===== src/rtl/addsub_serial_bf_if.sv =====
// rtl/addsub_serial_bf_if.sv - operand/result handshake bundle for the digit-serial adder/subtractor
interface addsub_serial_bf_if #(
    parameter int WIDTH = 16
);
    logic             in_valid;
    logic             in_ready;
    logic [WIDTH-1:0] a;
    logic [WIDTH-1:0] b;
    logic             sub;
    logic             out_valid;
    logic             out_ready;
    logic [WIDTH-1:0] s;
    logic             c;
    logic             v;

    // Requester side: issues operands, consumes results
    modport master (
        output in_valid, a, b, sub, out_ready,
        input  in_ready, out_valid, s, c, v
    );

    // Arithmetic block side
    modport slave (
        input  in_valid, a, b, sub, out_ready,
        output in_ready, out_valid, s, c, v
    );
endinterface


===== src/rtl/addsub_serial_bf.sv =====
// rtl/addsub_serial_bf.sv - digit-serial two's-complement adder/subtractor, LSB digit first
module addsub_serial_bf #(
    parameter int WIDTH = 16,
    parameter int DIGIT = 4
) (
    input  logic               clk,
    input  logic               rst_n,
    addsub_serial_bf_if.slave  bus
);
    localparam int N  = WIDTH / DIGIT;
    localparam int CW = (N > 1) ? $clog2(N) : 1;

    typedef enum logic [1:0] {
        S_IDLE = 2'd0,
        S_RUN  = 2'd1,
        S_DONE = 2'd2
    } state_t;

    state_t           r_state;
    state_t           w_state_nxt;
    logic [WIDTH-1:0] r_a_sh;
    logic [WIDTH-1:0] r_b_sh;
    logic [WIDTH-1:0] r_sum;
    logic             r_carry;
    logic [CW-1:0]    r_cnt;
    logic [WIDTH-1:0] r_s;
    logic             r_c;
    logic             r_v;

    logic             w_in_ready;
    logic             w_out_valid;
    logic             w_accept;
    logic             w_last;
    logic [DIGIT:0]   w_digit_sum;
    logic             w_carry_msb;
    logic [WIDTH-1:0] w_digit_w;
    logic [WIDTH-1:0] w_sum_nxt;

    assign w_accept = (r_state == S_IDLE) && bus.in_valid;
    assign w_last   = (r_cnt == CW'(N - 1));

    // State register; reset abandons any in-flight operation
    always_ff @(posedge clk or negedge rst_n) begin
        if (!rst_n) begin
            r_state <= S_IDLE;
        end else begin
            r_state <= w_state_nxt;
        end
    end

    // Next-state and handshake decode, driven only by the registered state
    always_comb begin
        w_state_nxt = r_state;
        w_in_ready  = 1'b0;
        w_out_valid = 1'b0;
        case (r_state)
            S_IDLE: begin
                w_in_ready = 1'b1;
                if (bus.in_valid) begin
                    w_state_nxt = S_RUN;
                end
            end
            S_RUN: begin
                if (w_last) begin
                    w_state_nxt = S_DONE;
                end
            end
            S_DONE: begin
                w_out_valid = 1'b1;
                if (bus.out_ready) begin
                    w_state_nxt = S_IDLE;
                end
            end
            default: begin
                w_state_nxt = S_IDLE;
            end
        endcase
    end

    // One digit of ripple add; carry into the digit MSB recovered from sum ^ a ^ b
    always_comb begin
        w_digit_sum = {1'b0, r_a_sh[DIGIT-1:0]}
                    + {1'b0, r_b_sh[DIGIT-1:0]}
                    + {{DIGIT{1'b0}}, r_carry};
        w_carry_msb = w_digit_sum[DIGIT-1] ^ r_a_sh[DIGIT-1] ^ r_b_sh[DIGIT-1];
        w_digit_w   = '0;
        w_digit_w[DIGIT-1:0] = w_digit_sum[DIGIT-1:0];
        w_sum_nxt   = (r_sum >> DIGIT) | (w_digit_w << (WIDTH - DIGIT));
    end

    // Operand shifters, carry chain, result accumulator and digit counter
    always_ff @(posedge clk or negedge rst_n) begin
        if (!rst_n) begin
            r_a_sh  <= '0;
            r_b_sh  <= '0;
            r_sum   <= '0;
            r_carry <= 1'b0;
            r_cnt   <= '0;
        end else if (w_accept) begin
            r_a_sh  <= bus.a;
            r_b_sh  <= bus.b ^ {WIDTH{bus.sub}};
            r_carry <= bus.sub;
            r_sum   <= '0;
            r_cnt   <= '0;
        end else if (r_state == S_RUN) begin
            r_a_sh  <= r_a_sh >> DIGIT;
            r_b_sh  <= r_b_sh >> DIGIT;
            r_sum   <= w_sum_nxt;
            r_carry <= w_digit_sum[DIGIT];
            r_cnt   <= r_cnt + CW'(1);
        end
    end

    // Output registers load once on the final digit so s/c/v stay quiet in DONE and after
    always_ff @(posedge clk or negedge rst_n) begin
        if (!rst_n) begin
            r_s <= '0;
            r_c <= 1'b0;
            r_v <= 1'b0;
        end else if ((r_state == S_RUN) && w_last) begin
            r_s <= w_sum_nxt;
            r_c <= w_digit_sum[DIGIT];
            r_v <= w_carry_msb ^ w_digit_sum[DIGIT];
        end
    end

    assign bus.in_ready  = w_in_ready;
    assign bus.out_valid = w_out_valid;
    assign bus.s         = r_s;
    assign bus.c         = r_c;
    assign bus.v         = r_v;
endmodule

===== src/flat_wrapper.sv =====
// flat-port wrapper written by rule: the top's interface ports become plain ports
module addsub_serial_bf_flat 
#(
    parameter int WIDTH = 16,
    parameter int DIGIT = 4
)
  (clk, rst_n, bus_in_valid, bus_a, bus_b, bus_sub, bus_out_ready, bus_in_ready, bus_out_valid, bus_s, bus_c, bus_v);
  addsub_serial_bf_if #(.WIDTH(WIDTH)) bus_i ();
  input  logic clk;
  input  logic rst_n;
  input wire logic [$bits(bus_i.in_valid)-1:0] bus_in_valid;
  input wire logic [$bits(bus_i.a)-1:0] bus_a;
  input wire logic [$bits(bus_i.b)-1:0] bus_b;
  input wire logic [$bits(bus_i.sub)-1:0] bus_sub;
  input wire logic [$bits(bus_i.out_ready)-1:0] bus_out_ready;
  output wire logic [$bits(bus_i.in_ready)-1:0] bus_in_ready;
  output wire logic [$bits(bus_i.out_valid)-1:0] bus_out_valid;
  output wire logic [$bits(bus_i.s)-1:0] bus_s;
  output wire logic [$bits(bus_i.c)-1:0] bus_c;
  output wire logic [$bits(bus_i.v)-1:0] bus_v;
  assign bus_i.in_valid = bus_in_valid;
  assign bus_i.a = bus_a;
  assign bus_i.b = bus_b;
  assign bus_i.sub = bus_sub;
  assign bus_i.out_ready = bus_out_ready;
  assign bus_in_ready = bus_i.in_ready;
  assign bus_out_valid = bus_i.out_valid;
  assign bus_s = bus_i.s;
  assign bus_c = bus_i.c;
  assign bus_v = bus_i.v;
  addsub_serial_bf #(.WIDTH(WIDTH), .DIGIT(DIGIT)) u_core (.clk(clk), .rst_n(rst_n), .bus(bus_i));
endmodule

===== config.mk =====
export PLATFORM = sky130hd
export DESIGN_NAME = addsub_serial_bf_flat
export DESIGN_NICKNAME = d
export VERILOG_FILES = /design/src/rtl/addsub_serial_bf_if.sv /design/src/rtl/addsub_serial_bf.sv /design/src/flat_wrapper.sv
export SDC_FILE = /design/constraint.sdc
export NUM_CORES = 1
export LEC_CHECK = 0
export CELL_PAD_IN_SITES_DETAIL_PLACEMENT = 1
export CELL_PAD_IN_SITES_GLOBAL_PLACEMENT = 2
export CORE_MARGIN = 4
export CORE_UTILIZATION = 37
export CTS_BUF_LIST = sky130_fd_sc_hd__clkbuf_4
export DETAILED_ROUTE_END_ITERATION = 10
export PLACE_DENSITY = 0.95
export SETUP_SLACK_MARGIN = 0.15
export SLEW_MARGIN = 25
export SYNTH_ARGS = -nofsm -noshare
export SYNTH_HDL_FRONTEND = slang
export SYNTH_SLANG_ARGS = --single-unit

===== constraint.sdc =====
create_clock -name clk -period 3.81 [get_ports clk]
set_clock_uncertainty 0.1 [all_clocks]
set_input_delay 0.381 -clock clk [delete_from_list [all_inputs] [get_ports clk]]
set_output_delay 0.381 -clock clk [all_outputs]
set_load 0.03 [all_outputs]

; Word level (Yosys, flattened, before mapping)
; Cells that the tools add are included.
[word_totals]
wordCells = 44
input_bits = 37
regBits = 71
output_inout_bits = 20
[op_classes]
mux = 16
n_eq_ne = 6
add_sub_neg = 3
reduce_logical = 5
bitwise = 5
[op_table]
columns = operator, n
row1 = $mux 16, 6
row2 = $or 12x16->16, 1
row3 = $xor 16x16->16, 1
row4 = $mux 2, 5
row5 = $pmux 2 s3, 1
row6 = $add 4x4->5, 1
row7 = $add 5x1->5, 1
row8 = $eq 2x2->1 const B, 2
row9 = $mux 1, 4
row10 = $ne 2x2->1 const B, 2
row11 = $reduce_and 3->1, 1
row12 = $xor 1x1->1, 3
row13 = $add 2x1->2 const B, 1
row14 = $eq 2x1->1 const B, 1
row15 = $logic_and 1x1->1, 2
row16 = $logic_not 2->1, 1
row17 = $ne 2x1->1 const B, 1
row18 = $reduce_bool 2->1, 1

; Logic depth before layout (Yosys ltp)
; Gate-level depths: netlist of the first run.
[logic_depth]
word_depth = 5
depth_mapped = 8
ltp_nobuf = 8

; Worst setup path before layout of the first run
; OpenSTA, ideal clock, no wires.
[synth_path]
path_type = reg2reg
startpoint = reg u_core.r_carry
endpoint = reg u_core.r_v (netlist: u_core.bus.v)
period_less_slack_ns = 1.880
t_required_ns = 3.587
setup_ns = 0.123
path_buffers = 0
stages_incl_launch_ff = 9
slack_ns = 1.930
arrival_time_ns = 1.657
cell_sequence = dfrtp_1 -> fa_1 -> inv_1 -> fa_1 -> nand2b_1 -> o2bb2ai_1 -> xnor2_1 -> xnor2_1 -> o21ai_1
[synth_via]
elab_chain_cells = 4
[synth_rtl]
columns = element, line
row1 = start: declaration, addsub_serial_bf.sv:24  ; logic r_carry;
row2 = start signal: assignment, addsub_serial_bf.sv:102  ; r_carry <= bus.sub;
row3 = start signal: assignment, addsub_serial_bf.sv:109  ; r_carry <= w_digit_sum[DIGIT];
row4 = $add 5x1->5 (*), addsub_serial_bf.sv:84  ; + {{DIGIT{1'b0}}, r_carry};
row5 = $xor 1x1->1 (2 in a row), addsub_serial_bf.sv:85  ; w_carry_msb = w_digit_sum[DIGIT-1] ^ r_a_sh[DIGIT-1] ^ r_b_sh[DIGIT-1];
row6 = $xor 1x1->1 (*), addsub_serial_bf.sv:123  ; r_v <= w_carry_msb ^ w_digit_sum[DIGIT];
row7 = end signal: assignment, addsub_serial_bf.sv:123
row8 = end: declaration, addsub_serial_bf.sv:28  ; logic r_v;
; Every way passes the cells marked *; elsewhere a longest branch is shown, timed or not.
; A chain may end at the register's enable or synchronous reset.

; Worst setup path in the final report of the first run
[layout_path]
startpoint = reg u_core.r_state[1]
endpoint = out bus_in_ready
[layout_via]
elab_chain_cells = 2
[layout_rtl]
columns = element, line
row1 = start: declaration, addsub_serial_bf.sv:19  ; state_t r_state;
row2 = start signal: assignment, addsub_serial_bf.sv:47  ; r_state <= w_state_nxt;
row3 = $logic_not 2->1, addsub_serial_bf.sv:56  ; case (r_state)
row4 = $mux 1, addsub_serial_bf.sv:56
row5 = end: declaration, flat_wrapper.sv:16  ; output wire logic [$bits(bus_i.in_ready)-1:0] bus_in_ready;
; Every way passes these cells.

==> results.yml, run 1 <==
global_routing:
  grt_pass1_wl_mm: 11.6
  grt_max_degree: 47
  antenna_found_initial: 0
  grt.total_usage: 0.149
  first_global_vias: 2353
  overflow: 0
clock_network:
  clock_sinks: 67
  path_clk_slew_ps: 110
  clkLatencyLatePin_ps: 400
  h-tree-depth: 3
  clockRootBuffer: "clkbuf_4"
  cts_buffers: 9
  cts_tree: "yes"
  clockBufferDepth: 2
  cts_resized: 0
  post_cts_buffers: 0
yosys:
  yosys_warnings: 0
  synth_fp_nets: 334
  synth_top_area_cell: "dfrtp_1"
  synth_seq_cells: 67
  yosys-top-cells-area: "dfrtp_1 (55%), nand2_1 (8.8%), o21ai_0 (4.7%)"
  ys_types: 31
  avgSynthCellArea_sq_um: 10.5
  ys.flop_type: "dfrtp_1"
  synth_area_sq_um: 3060
  synth_edf_count: 0
  yosysTopAreaCellShare: 0.548
  synthArstFlopShare: 1.00
  yosysSeqAreaShare: 0.548
  syn_inst: 291
cells_and_area:
  area_delta_synth_final_pct: 23.9
  diodes: 0
  fin_nets: 386
  utilization: 0.480
  most-common-layout-cells: "nand2_1 (71), dfrtp_1 (67), clkdlybuf4s50_1 (55), o21ai_0 (29), nor2_1 (15)"
  layout_commonest_cell: "nand2_1"
  fillCellCount: 876
  layout-drive-gt1-share: 0.0954
timing:
  tns_ps: 0
  tightest_slew_ps: 928
  fin_crit_sh: 0.624
  fmax_mhz: 421
  finalHoldViolations: 0
  drv_slew: 0
  final.min_clock_period_ps: 2380
  max_slew_margin: 0.379
  grt_setup_unrepaired: "false"
  final-setup-viol-count: 0
floorplan:
  die-area_sq_um: 9780
  ios: 57
  fp.dieH_um: 98.9
  die_w_um: 98.9
  initial_core_util: 0.388
  core_sq_um: 7890
  row_count: 32
detailed_routing:
  ant_nets: 0
  wire_per_inst_um: 15.5
  vias_per_cell: 5.04
  drtPass1Iterations: 4
  drt_wl_total_mm: 6.93
  num_vias: 2256
  drt_iter0_drc: 52
  drc_errors: 0
setup_path:
  start_kind: "register"
  worstSetupEndpointType: "output pin"
  critical_path.startpoint: "u_core.r_state[1]$_DFFE_PN0P_"
  worstPathArrival_ps: 1900
  rrSetupSlack_ps: 1650
  worstSetupPathType: "register to output pin"
  required_ps: 3330
  cp_max_fo: 4
  regToRegStartpoint: "u_core.r_state[1]$_DFFE_PN0P_"
placed_design:
  io_buffers: 56
  hpwl_mm: 4.90
  place_congestion: 0.724
hold_path:
  min_path_type: "register to register"
  min_from: "u_core.r_a_sh[4]$_DFFE_PN0P_"
status:
  status: "complete, no violations"
power_and_ir_drop:
  p_leak_nw: 1.72
  total_power_mw: 3.30
  p_per_area_nw_per_um2: 871
  ir_drop_mv: 0.440
run:
  maxCapViolCount: 0
## per-stage QoR
| step | hold slack [ps] | instances | setup slack, ps | area, sq um |
|---|---|---|---|---|
| finish | 391 | 448 | 1430 | 3790 |
| global route | 397 | 448 | 1310 | 3790 |
| CTS | 396 | 448 | 1410 | 3780 |
| detailed placement | 334 | 433 | 1540 | 3660 |
| global placement | 360 | 433 | 1580 | 3660 |
| floorplan | -14.6 | 291 | 1930 | 3060 |
## Yosys cell counts (3+ instances only)
cell / count
a221o_1: 6
ha_1: 4
nand3_1: 7
a22oi_1: 11
inv_1: 4
a31oi_1: 7
mux2_2: 4
clkbuf_1: 4
nand2b_1: 3
xnor2_1: 12
xor2_1: 9
o21ai_0: 29
nor2_1: 15
dfrtp_1: 67
buf_6: 3
nand2_1: 72
buf_2: 9
mux2_4: 9
## path summary, 6_finish.rpt
check                                                to  depth (start not counted)
setup / recovery                           bus_in_ready                          2
hold / removal             u_core.r_a_sh[4]$_DFFE_PN0P_                          2
setup reg to reg           u_core.r_a_sh[5]$_DFFE_PN0P_                          5
hold reg to reg            u_core.r_a_sh[4]$_DFFE_PN0P_                          2
max in group asynchronous  u_core.r_sum[13]$_DFFE_PN0P_                          3
min in group asynchronous   u_core.bus.s[0]$_DFFE_PN0P_                          2
## where the power goes
group | switching, mW | internal (mW)
clock | 0.234 | 0.186
sequential | 0.211 | 1.04
combinational | 0.932 | 0.693
total | 1.38 | 1.92
## worst max-delay path: stages (launching register included)
cell and delay, ps:
dfrtp_1 450, nor2_1 300, clkdlybuf4s50_1 740
## state kept, by name, indices dropped and copies added (netlist names)
register and cells:
u_core.bus.c 1, u_core.bus.s 16, u_core.bus.v 1, u_core.r_a_sh 16, u_core.r_b_sh 16, u_core.r_carry 1
u_core.r_cnt 2, u_core.r_state 2, u_core.r_sum 12
## what timing repair did
| action | in CTS | in global routing |
|---|---|---|
| endpoints found under the setup margin | 0 | 0 |
| endpoints found under the hold margin | 45 | 0 |
| hold buffers | 1 | 0 |
## metal layers
| metal | global-route usage | share of wire | vias to the layer above |
|---|---|---|---|
| met5 | 0 | 0 | - |
| met4 | 0.0462 | 0.011 | 0 |
| met3 | 0.0418 | 0.050 | 5 |
| met2 | 0.255 | 0.50 | 54 |
| met1 | 0.183 | 0.44 | 1116 |
| li1 | - | - | 1081 |
## cells by family (layout without fill, tap and decap cells)
logic type	after synthesis	count (layout)	synth area share
fa+ha+maj	6	6	0.0295
buf+inv	24	79	0.0434
simple gates	102	102	0.141
mux	13	13	0.0589
flops	67	67	0.548
xor+xnor	21	21	0.0601
compound gates	58	58	0.119
## layout make-up
| class | instances | area [sq um] | share of cell area |
|---|---|---|---|
| Clock inverter | 5 | 46.3 | 0.0122 |
| Tap cell | 102 | 128 | 0.0337 |
| Sequential cell | 67 | 1680 | 0.443 |
| Inverter | 4 | 15.0 | 0.00396 |
| Timing Repair Buffer | 61 | 598 | 0.158 |
| Multi-Input combinational cell | 200 | 1260 | 0.332 |
| Clock buffer | 9 | 67.6 | 0.0178 |
No activity file was read; power rests on OpenSTA's default activity.
==> run 2, diff against run 1 <==
--- a/config.mk
+++ b/config.mk
@@ -8,10 +8,10 @@
 export CELL_PAD_IN_SITES_DETAIL_PLACEMENT = 1
 export CELL_PAD_IN_SITES_GLOBAL_PLACEMENT = 2
 export CORE_MARGIN = 4
-export CORE_UTILIZATION = 37
+export CORE_UTILIZATION = 31
 export CTS_BUF_LIST = sky130_fd_sc_hd__clkbuf_4
 export DETAILED_ROUTE_END_ITERATION = 10
-export PLACE_DENSITY = 0.95
+export PLACE_DENSITY = 0.86
 export SETUP_SLACK_MARGIN = 0.15
 export SLEW_MARGIN = 25
 export SYNTH_ARGS = -nofsm -noshare
==> constraint.sdc (replaced) <==
create_clock -name clk -period 1.9 [get_ports clk]
set_clock_uncertainty 0.1 [all_clocks]
set_input_delay 0.19 -clock clk [delete_from_list [all_inputs] [get_ports clk]]
set_output_delay 0.19 -clock clk [all_outputs]
set_load 0.03 [all_outputs]
==> run 2 against run 1 <==
The run now ends with setup timing left. Total power up 120%. Via count up 1.3%. Sequential share of layout area down 2.9 points. Final cell count up 10%. Sequential power up 100%. Setup slack worse by 1500 ps. Sequential cell count unchanged. Non-clock buffer count up 16. Largest power group unchanged. Combinational power up 130%.
==> results.yml, run 2 (same netlist as run 1, synthesis figures left out) <==
timing:
  setup_ws_ps: -105
  grt_setup_unrepaired: "true"
  final.min_clock_period_ps: 2000
  tightest_slew_ps: 808
  drv_slew: 0
  max_slew_margin: 0.461
  fin_crit_sh: 1.06
  tns_ps: -138
  final-setup-viol-count: 3
  hold_slack_ps: 225
  fmax_mhz: 499
  finalHoldViolations: 0
setup_path:
  worstSetupEndpointType: "register"
  critPathCapture: "u_core.bus.v$_DFFE_PN0P_"
  regToRegStartpoint: "u_core.r_a_sh[0]$_DFFE_PN0P_"
  rrSetupSlack_ps: -100
  cp_max_fo: 3
  cpPeakStageDelay_ps: 410
  critical_path.slowest_cell: "dfrtp_1"
  crit_top_cell: "fa_2"
  worstPathArrival_ps: 2180
  required_ps: 2070
  critical_path.startpoint: "u_core.r_a_sh[0]$_DFFE_PN0P_"
  worstSetupPathType: "register to register"
  start_kind: "register"
  crit_chain: "fa_2, inv_2, fa_2, nand2b_4, o2bb2ai_4, xnor2_2, xnor2_1, o21ai_1"
  rr_endpoint: "u_core.bus.v$_DFFE_PN0P_"
  r2r.worst_path.cells: 8
clock_network:
  h-tree-depth: 3
  cts_tree: "yes"
  clkLatencyLatePin_ps: 410
  clockRootBuffer: "clkbuf_4"
  clockBufferDepth: 2
  path_clk_slew_ps: 110
  clock_sinks: 67
  cts_buffers: 9
status:
  violations: "setup timing"
  status: "complete, but fails checks"
detailed_routing:
  drc_errors: 0
  vias_per_cell: 4.63
  drt_wl_total_mm: 7.24
  num_vias: 2285
  drtPass1Iterations: 4
  ant_nets: 0
  wire_per_inst_um: 14.7
  drt_iter0_drc: 62
cells_and_area:
  regArea_sq_um: 1680
  multiInputGateArea_sq_um: 1300
  fin_nets: 402
  layout_commonest_cell: "nand2_1"
  finalInstanceArea_sq_um: 4050
  area_delta_synth_final_pct: 32.5
  fillCellCount: 1090
  most-common-layout-cells: "nand2_1 (72), dfrtp_1 (67), clkdlybuf4s50_1 (35), o21ai_0 (27), dlygate4sd2_1 (17)"
  utilization: 0.430
  diodes: 0
  layout-drive-gt1-share: 0.176
global_routing:
  grt.total_usage: 0.137
  overflow: 0
  antenna_found_initial: 0
  first_global_vias: 2559
  grt_pass1_wl_mm: 12.4
  grt_max_degree: 36
floorplan:
  fp.dieH_um: 107
  ios: 57
  row_count: 35
  die-area_sq_um: 11500
  initial_core_util: 0.325
  core_sq_um: 9420
  die_w_um: 107
placed_design:
  hpwl_mm: 5.10
  placed_area_sq_um: 3820
  place_congestion: 0.761
  io_buffers: 56
power_and_ir_drop:
  ir_drop_mv: 0.490
  p_leak_nw: 1.91
  p_per_area_nw_per_um2: 1800
  total_power_mw: 7.27
hold_path:
  min_path_type: "primary input to register"
run:
  maxCapViolCount: 0
[run 2: changes by cell type in the layout (fill, tap and decap cells not counted), sizes merged]
cell / before / now
clkinvlp: 0 / 3
buf: 5 / 23
clkinv: 4 / 2
bufinv: 1 / 2
clkdlybuf4s50: 55 / 35
dlymetal6s2s: 0 / 1
dlygate4sd2: 0 / 17
[run 2: layout make-up]
class                   instances  share of cell area
flip-flops and latches         67               0.414
well taps                     129              0.0398
multi-input cells             200               0.321
inverters                       4             0.00371
clock buffers                   9              0.0167
repair buffers                 77               0.182
clock inverters                 7              0.0229
[run 2: through the flow]
| stage | worst slack, ps | instances |
|---|---|---|
| after floorplan | 84.2 | 291 |
| after global placement | 26.6 | 469 |
| after detailed placement | -81.1 | 469 |
| after CTS | -72.9 | 490 |
| after global routing | -211 | 493 |
| final | -105 | 493 |
[run 2: power breakdown]
group	total (mW)	leakage [nW]	switching, mW	internal, mW
sequential	2.51	0.851	0.419	2.09
clock	1.05	0.0779	0.523	0.528
combinational	3.71	0.980	2.08	1.63
[run 2: timing repair]
action / in CTS / in global routing
endpoints found under the hold margin: 30 / 0
pin swaps: 6 / 5
hold buffers: 1 / 0
resized for setup: 30 / 6
endpoints found under the setup margin: 24 / 14
buffers inserted: 4 / 3
[run 2: worst max-delay path: cells and delay by family (launching register included)]
kind | cells | cell delay, ps
adder cells (fa/ha/maj) | 2 | 570
AND/OR/NAND/NOR | 1 | 160
flip-flops | 1 | 410
buffers and inverters | 1 | 40
XOR/XNOR | 2 | 360
AO/OA/AOI/OAI | 2 | 230
[run 2: how the worst min path moves through the flow]
stage	from	endpoint	slack [ps]	depth (start not counted)
3_5_place_dp	rst_n	u_core.bus.s[0]$_DFFE_PN0P_	230	1
6_report	bus_a[14]	u_core.r_a_sh[14]$_DFFE_PN0P_	230	3
3_3_place_gp	rst_n	u_core.bus.s[1]$_DFFE_PN0P_	220	1
5_1_grt	bus_a[15]	u_core.r_a_sh[15]$_DFFE_PN0P_	190	3
2_1_floorplan	rst_n	u_core.bus.c$_DFFE_PN0P_	-210	0
4_1_cts	bus_a[14]	u_core.r_a_sh[14]$_DFFE_PN0P_	200	3
[run 2: routing by layer]
layer / vias to the layer above / part of all wire / global-route usage
met5: - / 0 / 0
met4: 0 / 0.012 / 0.0338
met3: 6 / 0.045 / 0.0432
met2: 48 / 0.53 / 0.245
met1: 1117 / 0.41 / 0.158
li1: 1114 / - / -
==> run 3, diff against run 2 <==
--- a/config.mk
+++ b/config.mk
@@ -13,7 +13,7 @@
 export DETAILED_ROUTE_END_ITERATION = 10
 export PLACE_DENSITY = 0.86
 export SETUP_SLACK_MARGIN = 0.15
-export SLEW_MARGIN = 25
+export SLEW_MARGIN = 5
 export SYNTH_ARGS = -nofsm -noshare
 export SYNTH_HDL_FRONTEND = slang
 export SYNTH_SLANG_ARGS = --single-unit
==> results of run 3 <==
Same layout as run 2: the final DEF is identical, and so are final timing and power.
==> RTL change, RTL diff (config.mk and constraints of run 1) <==
Encoding of `state_t`: now one-hot (3 bits for 3 states).
--- a/src/rtl/addsub_serial_bf.sv
+++ b/src/rtl/addsub_serial_bf.sv
@@ -12,6 +12,6 @@
 
-    typedef enum logic [1:0] {
-        S_IDLE = 2'd0,
-        S_RUN  = 2'd1,
-        S_DONE = 2'd2
+    typedef enum logic [2:0] {
+        S_IDLE = 3'b001,
+        S_RUN  = 3'b010,
+        S_DONE = 3'b100
     } state_t;
Function: no difference found for any inputs over 10 cycles, from zero or initial values and one cycle with rst_n low; not proved beyond that.
==> RTL change against run 1 <==
- sequential power fell by 6%
- critical path depth did not move
- largest power group is now sequential cells
- design area fell by 0.20%
- clock power is 10% higher
- worst setup slack lost 99 ps
- synthesized area is 0.78% lower
- via count up 4.6%
- synthesized cell count is 8.2% higher
- routed wire length fell by 1.3%
- highest routed layer unchanged
- power is 16% lower
- sequential cell count increased by 1
==> RTL change: results (changes against run 1) <==
Clock network
  – Clk pin slew, worst setup/hold paths: 110 ps (about the same)
  – Clock buffer depth: 2 (unchanged)
  – Total CTS buffers: 9 (unchanged)
  – H-tree depth: 3 (unchanged)
  – Post-cts resize count: 0 (unchanged)
  – Post-CTS Setup Inserts: 0 (unchanged)
  – Clk Latency, worst-skew pair: 400 ps (about the same)
  – Root Driver: clkbuf_4

Global routing
  – Total GRT Usage: 14.9% (-0.049 points)
  – Largest net degree at the start of global routing: 38 (-19%)
  – First-pass GRT wire length: 11600 um (about the same)
  – Number of global-route vias before repair: 2479 (+5.4%)
  – Initial antenna violation count: 0 (unchanged)

Pwr
  – VDD IR max: 0.000230 V (-48%)
  – Psw: 1.09 mW (-21%)
  – P_leak: 1.77 nW (+3.0%)

Routing
  – Initial drt markers: 79 (+52%)
  – Vias: 2360 (+4.6%)
  – Pre-antenna DRT Iters: 4 (unchanged)
  – WL per Instance: 14.5 um (-6.1%)

Placement
  – Post-DP HPWL: 4800 um (-2.0%)
  – Post-place setup slack: 1390 ps (-150 ps)
  – GP Congestion: 0.718 (-0.84%)
  – IO Port Bufs: 56 (unchanged)

Min path
  – Worst hold path class: reg -> reg

Setup path
  – CP max FO: 8 (+4)
  – CP Data Arrival Time: 1990 ps (+90 ps)
  – Max stage delay on crit path: 720 ps (-20 ps)
  – Critical path's slowest cell: clkdlybuf4s50_1

Synth
  – Synth Area in Compound Gates: 11.0% (-0.90 points)
  – Register area share after synthesis: 56.1% (+1.3 points)
  – Synth top cells by count: 104 x nand2_1, 67 x dfrtp_1, 19 x o21ai_0, 17 x nand3_1, 16 x xnor2_1
  – Synth unique cells: 30 (-3.2%)
  – Mux contribution to synthesized area: 0% (-5.9 points)
  – Top FF cell, synth: dfrtp_1
  – Post-Synth XOR/XNOR Area: 6.06% (+0.047 points)
  – Synth warnings: 0 (unchanged)
  – Syn nets: 358 (+7.2%)
  – Post-Synth Adder-Cell Area: 2.97% (+0.023 points)
  – Synth top area cells: dfrtp_1 55%, nand2_1 13%, xnor2_1 4.6%
  – Asr flop ratio synth: 100% (unchanged)

Timing
  – Slew headroom: 36.5% (-1.4 points)

Finish
  – Nets: 408 (+5.7%)
  – Antenna Cells: 0 (unchanged)
  – Layout cells sized above 1: 7.05% (-2.5 points)

Run status
  – Status: finished, final reports clean
-- RTL change: cell types whose count changed in the layout (fill, tap and decap cells not counted), sizes merged, moves of 10 or more --
cell | before | now
mux2 | 13 | 0
nand2 | 73 | 104
nand3 | 7 | 17
o21ai | 30 | 19
-- RTL change: area by class of cell --
class | instances | area [sq um]
Timing Repair Buffer | 60 | 588
Clock buffer | 12 | 90.1
Sequential cell | 68 | 1700
Fill cell | 940 | 4070
Inverter | 3 | 11.3
Clock inverter | 3 | 38.8
Multi-Input combinational cell | 223 | 1220
Tap cell | 102 | 128
-- RTL change: routing by layer --
metal / GRT usage, % / wire length (um) / up-vias
met5: 0 / 0 / -
met4: 5.67 / 116 / 0
met3: 3.68 / 322 / 11
met2: 25.4 / 3430 / 46
met1: 18.2 / 2970 / 1163
li1: - / - / 1140
-- RTL change: cells by family (layout without fill, tap and decap cells) --
family,after synthesis,count (layout)
buffers and inverters,24,78
AND/OR/NAND/NOR,147,147
adder cells (fa/ha/maj),6,6
AO/OA/AOI/OAI,49,49
flip-flops,68,68
XOR/XNOR,21,21
-- RTL change: final timing paths --
check / startpoint / to / slack (ps) / cells after the start
max in group asynchronous: rst_n / u_core.r_sum[14] / 2180 / 3
min: u_core.bus.s[8] / u_core.bus.s[8] / 390 / 2
min in group asynchronous: rst_n / u_core.bus.s[12] / 500 / 2
max: u_core.r_state[0] / bus_in_ready / 1330 / 2
max reg2reg: u_core.r_state[0] / u_core.r_carry / 1670 / 6
min reg2reg: u_core.bus.s[8] / u_core.bus.s[8] / 390 / 2
-- RTL change: power groups by stage --
stage | clock network (mW) | logic, mW | registers [mW]
4_1_cts | 0.476 | 1.15 | 1.17
3_5_place_dp | 0 | 1.14 | 1.19
3_3_place_gp | 0 | 1.09 | 1.17
5_1_grt | 0.506 | 1.27 | 1.21
2_1_floorplan | 0 | 0.751 | 1.21
6_report | 0.462 | 1.13 | 1.17
-- RTL change: stage by stage --
step	cell area, sq um	power [mW]	std cells	hold WS [ps]
after floorplan	3030	1.96	315	-14.6
after global placement	3640	2.26	455	359
after detailed placement	3640	2.33	455	365
after CTS	3780	2.80	471	392
after global routing	3780	2.99	471	417
final	3780	2.77	471	388
-- RTL change: what timing repair did --
action                                 4_1_cts  5_1_grt
setup endpoints to repair                    0        0
hold buffers                                 1        0
endpoints found under the hold margin       35        0
-- RTL change: critical path, delay by kind of cell (launching register included) --
family                 cells  cell delay, ps
buffers and inverters      1             720
flip-flops                 1             610
AND/OR/NAND/NOR            1             270
